$ cat config.mk
export PLATFORM = sky130hd
export DESIGN_NAME = reg_file_flat
export DESIGN_NICKNAME = d
export VERILOG_FILES = /design/src/rtl/reg_file_if.sv /design/src/rtl/reg_file.sv /design/src/flat_wrapper.sv
export SDC_FILE = /design/constraint.sdc
export NUM_CORES = 1
export LEC_CHECK = 0
export CAP_MARGIN = 20
export CORE_UTILIZATION = 60
export DETAILED_ROUTE_END_ITERATION = 8
export GPL_TIMING_DRIVEN = 0
export PLACE_DENSITY = 0.84
export SLEW_MARGIN = 30
export SYNTH_ARGS = -nofsm -noshare
export SYNTH_HDL_FRONTEND = slang
export SYNTH_SLANG_ARGS = --single-unit
$ cat constraint.sdc
create_clock -name Clk -period 2.85 [get_ports Clk]
set_input_delay 0.285 -clock Clk [delete_from_list [all_inputs] [get_ports Clk]]
set_output_delay 0.285 -clock Clk [all_outputs]
set_load 0.005 [all_outputs]
$ cat src/rtl/reg_file_if.sv
// Operand-read, write-back and flag-capture bus between decode/ALU and the register file.
interface reg_file_if #(
  parameter int unsigned W = 8,
  parameter int unsigned A = 3
);
  logic [A-1:0] RaddrA;
  logic [A-1:0] RaddrB;
  logic [W-1:0] DataOutA;
  logic [W-1:0] DataOutB;
  logic         WriteEn;
  logic [A-1:0] Waddr;
  logic [W-1:0] DataIn;
  logic         FlagWe;
  logic         ZeroIn;
  logic         ParityIn;
  logic         ZeroFlag;
  logic         ParityFlag;

  modport master (
    output RaddrA, RaddrB, WriteEn, Waddr, DataIn, FlagWe, ZeroIn, ParityIn,
    input  DataOutA, DataOutB, ZeroFlag, ParityFlag
  );

  modport slave (
    input  RaddrA, RaddrB, WriteEn, Waddr, DataIn, FlagWe, ZeroIn, ParityIn,
    output DataOutA, DataOutB, ZeroFlag, ParityFlag
  );
endinterface

$ cat src/rtl/reg_file.sv
// Architectural register file (2**A x W) with two combinational read ports,
// one write port, optional write-to-read forwarding and persistent Zero/Parity flags.
module reg_file #(
  parameter int unsigned W      = 8,
  parameter int unsigned A      = 3,
  parameter bit          BYPASS = 1'b1
) (
  input  logic        Clk,
  input  logic        Reset_n,
  reg_file_if.slave   rf
);
  localparam int unsigned NREG = 1 << A;

  logic [W-1:0] mem_q [NREG];
  logic         zero_q,   zero_d;
  logic         parity_q, parity_d;
  logic [W-1:0] rd_a_c,   rd_b_c;

  // Flags only move on flag-setting ops; otherwise they hold for the branch logic.
  always_comb begin
    zero_d   = zero_q;
    parity_d = parity_q;
    if (rf.FlagWe) begin
      zero_d   = rf.ZeroIn;
      parity_d = rf.ParityIn;
    end
  end

  always_ff @(posedge Clk or negedge Reset_n) begin
    if (!Reset_n) begin
      for (int unsigned i = 0; i < NREG; i++) begin
        mem_q[i] <= '0;
      end
      zero_q   <= 1'b0;
      parity_q <= 1'b0;
    end else begin
      if (rf.WriteEn) begin
        mem_q[rf.Waddr] <= rf.DataIn;
      end
      zero_q   <= zero_d;
      parity_q <= parity_d;
    end
  end

  // Read ports; forwarding lets an operand see a result written in the same cycle.
  always_comb begin
    rd_a_c = mem_q[rf.RaddrA];
    rd_b_c = mem_q[rf.RaddrB];
    if (BYPASS && rf.WriteEn) begin
      if (rf.RaddrA == rf.Waddr) rd_a_c = rf.DataIn;
      if (rf.RaddrB == rf.Waddr) rd_b_c = rf.DataIn;
    end
    if (!Reset_n) begin
      rd_a_c = '0;
      rd_b_c = '0;
    end
  end

  assign rf.DataOutA   = rd_a_c;
  assign rf.DataOutB   = rd_b_c;
  assign rf.ZeroFlag   = zero_q;
  assign rf.ParityFlag = parity_q;
endmodule

$ cat src/flat_wrapper.sv
// flat-port wrapper written by rule: the top's interface ports become plain ports
module reg_file_flat 
#(
  parameter int unsigned W      = 8,
  parameter int unsigned A      = 3,
  parameter bit          BYPASS = 1'b1
)
  (Clk, Reset_n, rf_RaddrA, rf_RaddrB, rf_WriteEn, rf_Waddr, rf_DataIn, rf_FlagWe, rf_ZeroIn, rf_ParityIn, rf_DataOutA, rf_DataOutB, rf_ZeroFlag, rf_ParityFlag);
  reg_file_if #(.W(W), .A(A)) rf_i ();
  input  logic Clk;
  input  logic Reset_n;
  input wire logic [$bits(rf_i.RaddrA)-1:0] rf_RaddrA;
  input wire logic [$bits(rf_i.RaddrB)-1:0] rf_RaddrB;
  input wire logic [$bits(rf_i.WriteEn)-1:0] rf_WriteEn;
  input wire logic [$bits(rf_i.Waddr)-1:0] rf_Waddr;
  input wire logic [$bits(rf_i.DataIn)-1:0] rf_DataIn;
  input wire logic [$bits(rf_i.FlagWe)-1:0] rf_FlagWe;
  input wire logic [$bits(rf_i.ZeroIn)-1:0] rf_ZeroIn;
  input wire logic [$bits(rf_i.ParityIn)-1:0] rf_ParityIn;
  output wire logic [$bits(rf_i.DataOutA)-1:0] rf_DataOutA;
  output wire logic [$bits(rf_i.DataOutB)-1:0] rf_DataOutB;
  output wire logic [$bits(rf_i.ZeroFlag)-1:0] rf_ZeroFlag;
  output wire logic [$bits(rf_i.ParityFlag)-1:0] rf_ParityFlag;
  assign rf_i.RaddrA = rf_RaddrA;
  assign rf_i.RaddrB = rf_RaddrB;
  assign rf_i.WriteEn = rf_WriteEn;
  assign rf_i.Waddr = rf_Waddr;
  assign rf_i.DataIn = rf_DataIn;
  assign rf_i.FlagWe = rf_FlagWe;
  assign rf_i.ZeroIn = rf_ZeroIn;
  assign rf_i.ParityIn = rf_ParityIn;
  assign rf_DataOutA = rf_i.DataOutA;
  assign rf_DataOutB = rf_i.DataOutB;
  assign rf_ZeroFlag = rf_i.ZeroFlag;
  assign rf_ParityFlag = rf_i.ParityFlag;
  reg_file #(.W(W), .A(A), .BYPASS(BYPASS)) u_core (.Clk(Clk), .Reset_n(Reset_n), .rf(rf_i));
endmodule
Word-level counts from Yosys, hierarchy flattened --
Index checks and enable logic that the tools add are counted.
Operators by class: add/sub/neg operators 0, $mul 0, divide/modulo/power cells 0, order comparisons 4, equal/unequal tests 2, shift-type cells 0, muxes and demuxes 15, bitwise logic cells 3, reductions and logical operators 1
Operators by type and width (number):
- 2-to-1 mux 8 bit | 11
- bitwise mux 64 bit | 1
- binary-select mux 8 bit (select 3 bit) | 2
- demux 8 bit (select 3 bit) | 1
- >= comparator 4 bit, second input constant | 3
- NOT 3 -> 4 bit | 3
- equality test 3 bit | 2
- < comparator 4 x 1 -> 1 bit, second input constant | 1
- logical AND 1 bit | 1
Storage, ports and cells: register bits after elaboration 66, latch bits 0, RAM bits 0, ROM bits 0, bits of input ports 23, output and inout bits 18, word-level logic and storage cells 35, memories 0

Logic depth before layout (Yosys ltp) --
Gate-level depths: netlist of the first run.
word-level depth 7, depth in mapped cells 6, mapped depth without buffers 4

Worst setup path before layout of the first run --
No wires, ideal clock.
kind input to output, start point input rf_RaddrA[2], end point output rf_DataOutA[6], data arrival time 1.205 ns, data required time 2.565 ns, path slack 1.360 ns, stages on the path 5, path buffers 2, cells stage by stage buf_2 buf_2 mux4_2 mux2i_1 a21oi_1
On the way: cells in the longest elaborated chain, start to end 7, elaborated cells on any way between the ends 8, those cells by class eq/ne: 1; mux: 6; bitwise: 1
RTL lines:
- start: declaration | line flat_wrapper.sv:12 | input wire logic [$bits(rf_i.RaddrA)-1:0] rf_RaddrA;
- NOT 3 -> 4 bit (implied by the code) | line reg_file.sv:47 | rd_a_c = mem_q[rf.RaddrA];
- binary-select mux 8 bit (select 3 bit) | line reg_file.sv:47
- 2-to-1 mux 8 bit (implied by the code) (2 in a row) | line reg_file.sv:47
- 2-to-1 mux 8 bit | line reg_file.sv:50 | if (rf.RaddrA == rf.Waddr) rd_a_c = rf.DataIn;
- 2-to-1 mux 8 bit (*) | line reg_file.sv:49 | if (BYPASS && rf.WriteEn) begin
- 2-to-1 mux 8 bit (*) | line reg_file.sv:53 | if (!Reset_n) begin
- end: declaration | line flat_wrapper.sv:20 | output wire logic [$bits(rf_i.DataOutA)-1:0] rf_DataOutA;
Mark *: on every way between the ends. The rest lies on a longest branch, timed or not. The select of a mux whose other input is x is not followed.

Worst setup path after layout of the first run --
start point input rf_RaddrA[1], end point output rf_DataOutA[4]
The elaborated chain is that of the path after synthesis.

==> results of run 1 <==
worst min-delay path, delay by kind of cell:
family	cells	cell delay, ns
buf+inv	1	0.13
mux	1	0.22
simple gates	1	0.10
stage by stage:
step           instances  util (%)  setup TNS, ns  area, um2  total power [W]
2_1_floorplan        289         -              0       3770          0.00177
3_3_place_gp         390      68.9         -80.63       4130          0.00198
3_5_place_dp         391      69.3              0       4150          0.00203
4_1_cts              405      72.1              0       4320          0.00268
5_1_grt              402      72.2              0       4320          0.00280
6_report             402      72.2              0       4320          0.00267
flip-flops by register name (all words and copies together) (netlist names):
signal                cells
u_core.mem_q             64
u_core.rf.ParityFlag      1
u_core.rf.ZeroFlag        1
final timing paths:
| check | end | slack, ns | cells past startpoint |
|---|---|---|---|
| worst max-delay path | rf_DataOutA[4] | 0.15 | 7 |
| worst min-delay path | u_core.mem_q[63] | 0.43 | 3 |
| worst min register to register | u_core.rf.ZeroFlag | 0.51 | 1 |
| max in group asynchronous | u_core.mem_q[47] | 1.89 | 3 |
| worst max register to register | u_core.mem_q[3] | 2.05 | 1 |
| min in group asynchronous | u_core.mem_q[3] | 0.48 | 3 |
repair_timing:
item                                    in CTS  in global routing
resized for setup                            0                  4
hold buffers                                 2                  0
endpoints found under the hold margin       23                  0
buffers inserted                             0                  0
endpoints found under the setup margin       0                 11
placed cells by master (no fill, tap or decap), types with 3 or more instances in the layout:
master            n
buf_6             4
clkdlybuf4s50_1  25
a21oi_1          28
clkbuf_8         10
mux4_2           18
nand4_1           3
buf_4             3
xnor2_1           6
buf_1             8
o22ai_1          12
mux2i_1          30
nand4b_1          3
o21ai_0          16
mux2_2           66
buf_2            11
dfrtp_1          66
synth_stat cells:
| master | number | area (um2) |
|---|---|---|
| buf_6 | 4 | 45.0 |
| o21ai_0 | 16 | 80.1 |
| a21oi_1 | 30 | 150 |
| nand4b_1 | 3 | 26.3 |
| nand2b_4 | 1 | 13.8 |
| nor3_4 | 1 | 16.3 |
| nand2b_1 | 2 | 12.5 |
| mux4_2 | 18 | 405 |
| mux2_2 | 66 | 743 |
| nand2_1 | 1 | 3.75 |
| o22ai_1 | 14 | 87.6 |
| buf_2 | 10 | 50.1 |
| buf_4 | 2 | 15.0 |
| buf_1 | 8 | 30.0 |
| dfrtp_1 | 66 | 1650 |
| nor3_2 | 1 | 10.0 |
| clkbuf_1 | 3 | 11.3 |
| or2_2 | 2 | 12.5 |
| mux2i_1 | 30 | 300 |
| nor3b_4 | 2 | 37.5 |
| nand4_1 | 3 | 18.8 |
| xnor2_1 | 6 | 52.6 |
cell type report:
cell class                 instances  area share [%]
multi-input combinational        196            46.0
timing repair buffer              29            6.95
buffer                            24            3.24
sequential                        66            38.2
clock inverter                     1           0.116
tap                               75            2.17
clock buffer                      11            3.27
cells by family after synthesis:
kind of cell           synth area share [%]
buffers and inverters                  4.01
XOR/XNOR                               1.39
multiplexers                           38.4
AO/OA/AOI/OAI                          8.42
flip-flops                             43.8
AND/OR/NAND/NOR                        4.01
power by group through the flow:
stage                     clock network (W)  registers (W)  logic, W
final                              0.000644        0.00129  0.000738
after global routing               0.000694        0.00131  0.000795
after CTS                          0.000657        0.00128  0.000734
after detailed placement                  0        0.00130  0.000728
after global placement                    0        0.00128  0.000696
after floorplan                           0        0.00125  0.000518
per-layer routing:
layer / part of all wire [%] / up-vias / track usage (%)
met4: 3.0 / 0 / 15.0
met1: 44 / 1336 / 39.4
met2: 48 / 93 / 46.8
met3: 4.7 / 19 / 7.19
met5: 0 / - / 0
li1: - / 1174 / -
==> reports/results.tsv, run 1 <==
metric	value	unit
outcome	finished clean	
fin crit period	2.70	ns
worst slew pin tran	0.745	ns
clock buffer count from CTS	9	
Net Sw Frac	28.7	%
hold slack final	0.430	ns
Final Hold Fails	0	
Mapped Cells	289	
clock-pin transition on the worst setup and hold timing paths	0.07	ns
hold_sp	rf_Waddr[1]	
Rel. slew slack	50.1	%
GPL Wtd Cong	0.905	
Top Ports	41	
sequential area share after synthesis	43.8	%
WL/cell	21.6	um
initial antenna violation count	0	
Area growth syn-to-layout	14.6	%
detailed-route vias per instance	6.52	
# port buffers	26	
# setup viols final	0	
Cell variety after synth	22	
arrival time at the worst endpoint	2.41	ns
flip-flop and latch count after synthesis	66	
die height	81.3	um
worst slack, placed	0.0436	ns
CTS tree	built	
fin nets	349	
Worst setup EP type	output pin	
clock share of power	24.1	%
PD cells	618	nW/um2
CTS root buf	clkbuf_8	
max-cap violations	0	
worst setup path class	in -> out	
area of the mapped netlist	3770	um2
yosys warns	0	
Reg power frac	48.2	%
unrepaired setup endpoints after global routing	false	
full die area	6610	um2
Worst setup startpoint	rf_RaddrA[1]	
grt total ovfl	0	
GRT Resource Usage Total	30.1	%
final wirelength	8.69	mm
Syn Area/Cell	13.1	um2
Floorplan Core Area	5990	um2
clock latency on the worst-skew pair	0.34	ns
maximum vdd ir drop	0.380	mV
FILL cells	425	
required time worst endpoint	2.57	ns
Slowest-stage cell, CP	clkdlybuf4s50_1	
# diodes	0	
leakage power	1.77	nW
Logic pwr share	27.6	%
post-route ant nets	0	
Tcrit/Tclk final	94.6	%
DR vias	2622	
worst-path fanout max	10	
Top Family by Delay on Critical Path	buffers and inverters	
CP Cell Sequence	clkdlybuf4s50_1, buf_6, nand2b_1, o22ai_1, a21oi_1, a21oi_1, clkdlybuf4s50_1	
clock tree buffer depth	2	
post-DP HPWL	6.16	mm
crit path launch type	input pin	
min-delay worst type	in -> reg	
max incr delay on CP	0.56	ns
Buf/Inv on CP	3	
layout cells sized above 1	38.2	%
multi-input logic area	1990	um2
Starting Density	63.0	%
Core Rows	28	
Initial DRC Count	206	
first-pass GRT wire length	13.8	mm
register area	1650	um2
internal power	0.00190	W
drc violations	0	
DIE WIDTH	81.3	um
vias in the first global route	2656	
CTS sink cnt	66	
Setup WS post-layout	0.153	ns
H-tree levels	3	
fmax	371	MHz
syn_nets	312	
detailed-router iteration count before antenna repair	4	
largest net degree at the start of global routing	49	
r2r startpoint	u_core.mem_q[3]	
max-slew violation count	0	
net load switching power	0.000766	W
clk_skew	0	ns
Power figures use the tool's default switching activity.
==> run 2, diff against run 1 <==
- DONT_BUFFER_PORTS: not set -> 1
- PLACE_DENSITY: 0.84 -> 0.76
- TNS_END_PERCENT: not set -> 50
==> run 2 against run 1 <==
Compared with the run above:
- power up 2.4%
- cell area down 5.0%
- sequential power about the same
- non-clock buffer count down 24
- critical path depth down 2
- clock power up 25%
- critical path type unchanged
- critical endpoint is now rf_DataOutA[6]
- largest power group unchanged
- highest routed layer unchanged
==> reports/results.tsv, run 2 (synthesis gave the netlist of run 1 again) <==
metric	value	unit	change
max FFs per register	64		unchanged
clock tree buffer depth	2		unchanged
leakage power	1.70	nW	-4.3%
Initial DRC Count	342		+66%
TNS Setup	0	ns	unchanged
clock-pin transition on the worst setup and hold timing paths	0.07	ns	about the same
# setup viols final	0		unchanged
r2r startpoint	u_core.mem_q[51]		
Rel. slew slack	36.8	%	-13 points
CTS tree	built		
outcome	finished clean		
min-delay worst type	in -> reg		
Post-CTS Setup Inserts	0		unchanged
post-CTS sizing	0		unchanged
# diodes	0		unchanged
Worst setup startpoint	rf_Waddr[2]		
first-pass GRT wire length	14.3	mm	+3.7%
GPL Wtd Cong	0.802		-11%
# port buffers	0		-100%
Worst setup EP type	output pin		
fin crit period	1.94	ns	-0.762 ns
detailed-route vias per instance	6.79		+4.0%
largest net degree at the start of global routing	67		+37%
drc violations	0		unchanged
Final Hold Fails	0		unchanged
vias in the first global route	2631		-0.94%
Starting Density	63.0	%	unchanged
full die area	6610	um2	unchanged
Top Ports	41		unchanged
Core Rows	28		unchanged
fin nets	325		-6.9%
WL/cell	24.3	um	+12%
max-slew violation count	0		unchanged
DP Area	3870	um2	-6.9%
register area	1650	um2	unchanged
multi-input logic area	1970	um2	-1.0%
CTS sink cnt	66		unchanged
layout cells sized above 1	40.4	%	+2.2 points
highest-count cells in the layout ignoring fill and taps	mux2_2, dfrtp_1, mux2i_1, a21oi_1, mux4_2		
initial antenna violation count	0		unchanged
unrepaired setup endpoints after global routing	false		
clock latency on the worst-skew pair	0.35	ns	about the same
H-tree levels	3		unchanged
Tcrit/Tclk final	67.9	%	-27 points
post-route ant nets	0		unchanged
crit path launch type	input pin		
die height	81.3	um	unchanged
fmax	517	MHz	+39%
Core Util, Final	68.6	%	-3.6 points
final non-filler cell area	4110	um2	-5.0%
register bank with the most flops	u_core.mem_q		
Setup WS post-layout	0.914	ns	+0.762 ns
final wirelength	9.27	mm	+6.7%
arrival time at the worst endpoint	1.65	ns	-0.76 ns
detailed-router iteration count before antenna repair	4		unchanged
worst slack, placed	0.944	ns	+0.900 ns
clock buffer count from CTS	9		unchanged
post-DP HPWL	5.89	mm	-4.4%
required time worst endpoint	2.57	ns	about the same
GRT Resource Usage Total	31.1	%	+1.1 points
CTS root buf	clkbuf_8		
hold slack final	0.0849	ns	-0.345 ns
Area growth syn-to-layout	8.85	%	
max-cap violations	0		unchanged
PD cells	666	nW/um2	+7.7%
worst slew pin tran	0.943	ns	+0.198 ns
grt total ovfl	0		unchanged
clk_skew	0	ns	unchanged
Floorplan Core Area	5990	um2	unchanged
maximum vdd ir drop	0.504	mV	+32%
worst-path fanout max	10		unchanged
worst setup path class	in -> out		
DR vias	2592		-1.1%
FILL cells	432		+1.6%
hold_sp	rf_ZeroIn		
DIE WIDTH	81.3	um	unchanged
[run 2: power by group]
part / switching (W) / leakage [nW] / internal (W) / total, W
registers: 0.000149 / 0.791 / 0.00114 / 0.00129
logic: 0.000265 / 0.801 / 0.000373 / 0.000638
clock network: 0.000377 / 0.103 / 0.000429 / 0.000806
total: 0.000791 / 1.70 / 0.00194 / 0.00273
[run 2: metal layers]
layer / GRT usage (%) / routed length, um / up-vias
met5: 0 / 0 / -
met4: 16.1 / 199 / 0
met3: 6.40 / 823 / 17
met2: 47.5 / 4360 / 133
met1: 42.1 / 3890 / 1319
li1: - / - / 1123
[run 2: area by class of cell]
| cell class | instances | area share, % |
|---|---|---|
| Multi-Input combinational cell | 196 | 48.0 |
| Sequential cell | 66 | 40.2 |
| Buffer | 27 | 3.69 |
| Clock buffer | 10 | 3.35 |
| Tap cell | 75 | 2.28 |
| Clock inverter | 6 | 1.58 |
| Timing Repair Buffer | 2 | 0.914 |
[run 2: timing repair]
| action | 4_1_cts | 5_1_grt |
|---|---|---|
| endpoints found under the setup margin | 0 | 0 |
| endpoints found under the hold margin | 66 | 0 |
| hold buffers | 2 | 0 |
[run 2: path summary, 6_finish.rpt]
| check | to | slack, ns | depth (start not counted) |
|---|---|---|---|
| setup reg to reg | u_core.mem_q[51] | 2.06 | 1 |
| setup / recovery | rf_DataOutA[6] | 0.91 | 5 |
| hold reg to reg | u_core.mem_q[22] | 0.53 | 1 |
| min in group asynchronous | u_core.mem_q[53] | 0.47 | 2 |
| max in group asynchronous | u_core.mem_q[24] | 2.09 | 2 |
| hold / removal | u_core.rf.ZeroFlag | 0.08 | 1 |
[run 2: worst max-delay path: stages]
cell	delay, ns
buf_4	0.16
xnor2_1	0.17
nand4_1	0.40
buf_2	0.37
a21oi_1	0.26
[run 2: stage by stage]
stage | std cells | power [W]
CTS | 382 | 0.00273
finish | 382 | 0.00273
floorplan | 289 | 0.00177
global route | 382 | 0.00284
detailed placement | 364 | 0.00191
global placement | 364 | 0.00188
==> run 3, diff against run 2 <==
- clock period: 2.85 -> 1.9 ns (I/O delays scaled with it)
==> run 3 against run 2 <==
Compared with the run above:
- flip-flop and latch count stayed put
- cell area is 0.97% higher
- sequential share of layout area is 0.39 points lower
- non-clock buffer count is 4 higher
- power is 51% higher
- via count is 1.6% higher
- critical path type is now reg -> out
- critical endpoint is now rf_DataOutA[7]
==> reports/results.tsv, run 3 (synthesis gave the netlist of run 1 again) <==
metric	value	unit	change
CTS sink cnt	66		unchanged
H-tree levels	3		unchanged
fmax	556	MHz	
DP Area	3870	um2	unchanged
GRT Resource Usage Total	31.3	%	+0.19 points
maximum vdd ir drop	0.757	mV	+50%
# diodes	0		unchanged
grt total ovfl	0		unchanged
Slowest-stage cell, CP	mux4_2		
cell mode on critical path	a21oi_1		
post-DP HPWL	5.89	mm	unchanged
worst-path fanout max	3		-7
outcome	finished clean		
arrival time at the worst endpoint	1.61	ns	-0.04 ns
Logic pwr share	23.6	%	+0.3 points
clock share of power	29.3	%	-0.2 points
r2r startpoint	u_core.rf.ZeroFlag		
final cell count without fillers	386		+1.0%
CTS tree	built		
detailed-route vias per instance	6.82		+0.57%
# port buffers	0		unchanged
Floorplan Core Area	5990	um2	unchanged
WL/cell	24.6	um	+1.5%
hold_sp	rf_Waddr[1]		
max-slew violation count	0		unchanged
placed cell count	364		unchanged
clock tree buffer depth	2		unchanged
vias in the first global route	2665		+1.3%
drc violations	0		unchanged
required time worst endpoint	1.71	ns	-0.86 ns
Worst setup startpoint	u_core.mem_q[7]		
TNS Setup	0	ns	unchanged
Core Rows	28		unchanged
Reg power frac	47.1	%	about the same
Buf/Inv on CP	0		-2
fin crit period	1.80	ns	
PD cells	993	nW/um2	+49%
DIE WIDTH	81.3	um	unchanged
highest-count cells in the layout ignoring fill and taps	mux2_2, dfrtp_1, mux2i_1, a21oi_1, mux4_2		
Initial DRC Count	269		-21%
die height	81.3	um	unchanged
final wirelength	9.51	mm	+2.6%
FILL cells	431		-0.23%
Final Hold Fails	0		unchanged
Tcrit/Tclk final	94.7	%	
internal power	0.00292	W	+50%
largest net degree at the start of global routing	67		unchanged
DR vias	2634		+1.6%
post-route ant nets	0		unchanged
Rel. slew slack	36.3	%	-0.47 points
clock-pin transition on the worst setup and hold timing paths	0.08	ns	about the same
Top Family by Delay on Critical Path	multiplexers		
crit path launch type	register		
min-delay worst type	in -> reg		
clk_skew	0	ns	unchanged
leakage power	1.71	nW	+0.99%
max incr delay on CP	0.48	ns	+0.08 ns
Starting Density	63.0	%	unchanged
CP Cell Sequence	mux4_2, a21oi_1, a21oi_1		
Top Ports	41		unchanged
initial antenna violation count	0		unchanged
final non-filler cell area	4150	um2	+0.97%
max FFs per register	64		unchanged
GPL Wtd Cong	0.802		unchanged
Area growth syn-to-layout	9.91	%	
net load switching power	0.00119	W	+51%
CTS root buf	clkbuf_8		
worst slew pin tran	0.950	ns	+0.00701 ns
clock latency on the worst-skew pair	0.34	ns	about the same
worst setup path class	reg -> out		
clock buffer count from CTS	9		unchanged
max-cap violations	0		unchanged
register bank with the most flops	u_core.mem_q		
fin nets	329		+1.2%
unrepaired setup endpoints after global routing	false		
# setup viols final	0		unchanged
detailed-router iteration count before antenna repair	5		+1
full die area	6610	um2	unchanged
Net Sw Frac	29.0	%	+0.088 points
layout cells sized above 1	39.9	%	-0.52 points
first-pass GRT wire length	14.4	mm	+0.63%
Worst setup EP type	output pin		
[run 3: changes by cell type in the layout (fill, tap and decap cells not counted), sizes merged]
cell	change
dlygate4sd3	+4
[run 3: power by group through the flow]
stage	Combinational [W]	Clock, W	Sequential (W)
final	0.000971	0.00121	0.00194
after global routing	0.00104	0.00126	0.00198
after CTS	0.000968	0.00121	0.00193
after detailed placement	0.000918	0	0.00195
after global placement	0.000890	0	0.00192
after floorplan	0.000777	0	0.00188
[run 3: what timing repair did]
action                                  4_1_cts  5_1_grt
buffers inserted                              0        0
gates resized for setup                       0        0
endpoints found under the setup margin        0        0
hold endpoints to repair                     68        0
hold buffers                                  6        0
[run 3: worst paths after layout]
check | end | slack (ns) | cells past startpoint
max in group asynchronous | u_core.mem_q[9] | 1.24 | 2
min reg2reg | u_core.mem_q[22] | 0.53 | 1
max reg2reg | u_core.rf.ZeroFlag | 0.55 | 2
min | u_core.mem_q[62] | 0.35 | 3
max | rf_DataOutA[7] | 0.10 | 3
min in group asynchronous | u_core.mem_q[48] | 0.39 | 2
[run 3: layout make-up]
class | instances | area, um2 | share of cell area [%]
clock inverter | 6 | 65.1 | 1.57
buffer | 27 | 151 | 3.65
clock buffer | 10 | 138 | 3.32
timing repair buffer | 6 | 77.6 | 1.87
tap | 75 | 93.8 | 2.26
sequential | 66 | 1650 | 39.8
multi-input combinational | 196 | 1970 | 47.5
[run 3: per-stage QoR]
| stage | power [W] | util, % | hold WS (ns) | setup slack [ns] |
|---|---|---|---|---|
| floorplan | 0.00266 | - | -0.106 | 0.591 |
| CTS | 0.00411 | 69.2 | 0.335 | 0.149 |
| finish | 0.00412 | 69.2 | 0.351 | 0.100 |
| global placement | 0.00281 | 64.6 | -0.103 | 0.237 |
| detailed placement | 0.00287 | 64.6 | -0.104 | 0.184 |
| global route | 0.00428 | 69.2 | 0.355 | 0.0681 |
[run 3: routing by layer]
metal	routed length (um)	up-vias	GRT usage (%)
met5	0	-	0
met3	830	24	6.63
met2	4430	138	48.3
met1	4020	1332	41.8
li1	-	1140	-
met4	229	0	16.1
[run 3: tightest hold or removal path, delay by kind of cell]
| family | cells | cell delay (ns) |
|---|---|---|
| buffers and inverters | 1 | 0.13 |
| multiplexers | 1 | 0.23 |
| AND/OR/NAND/NOR | 1 | 0.11 |
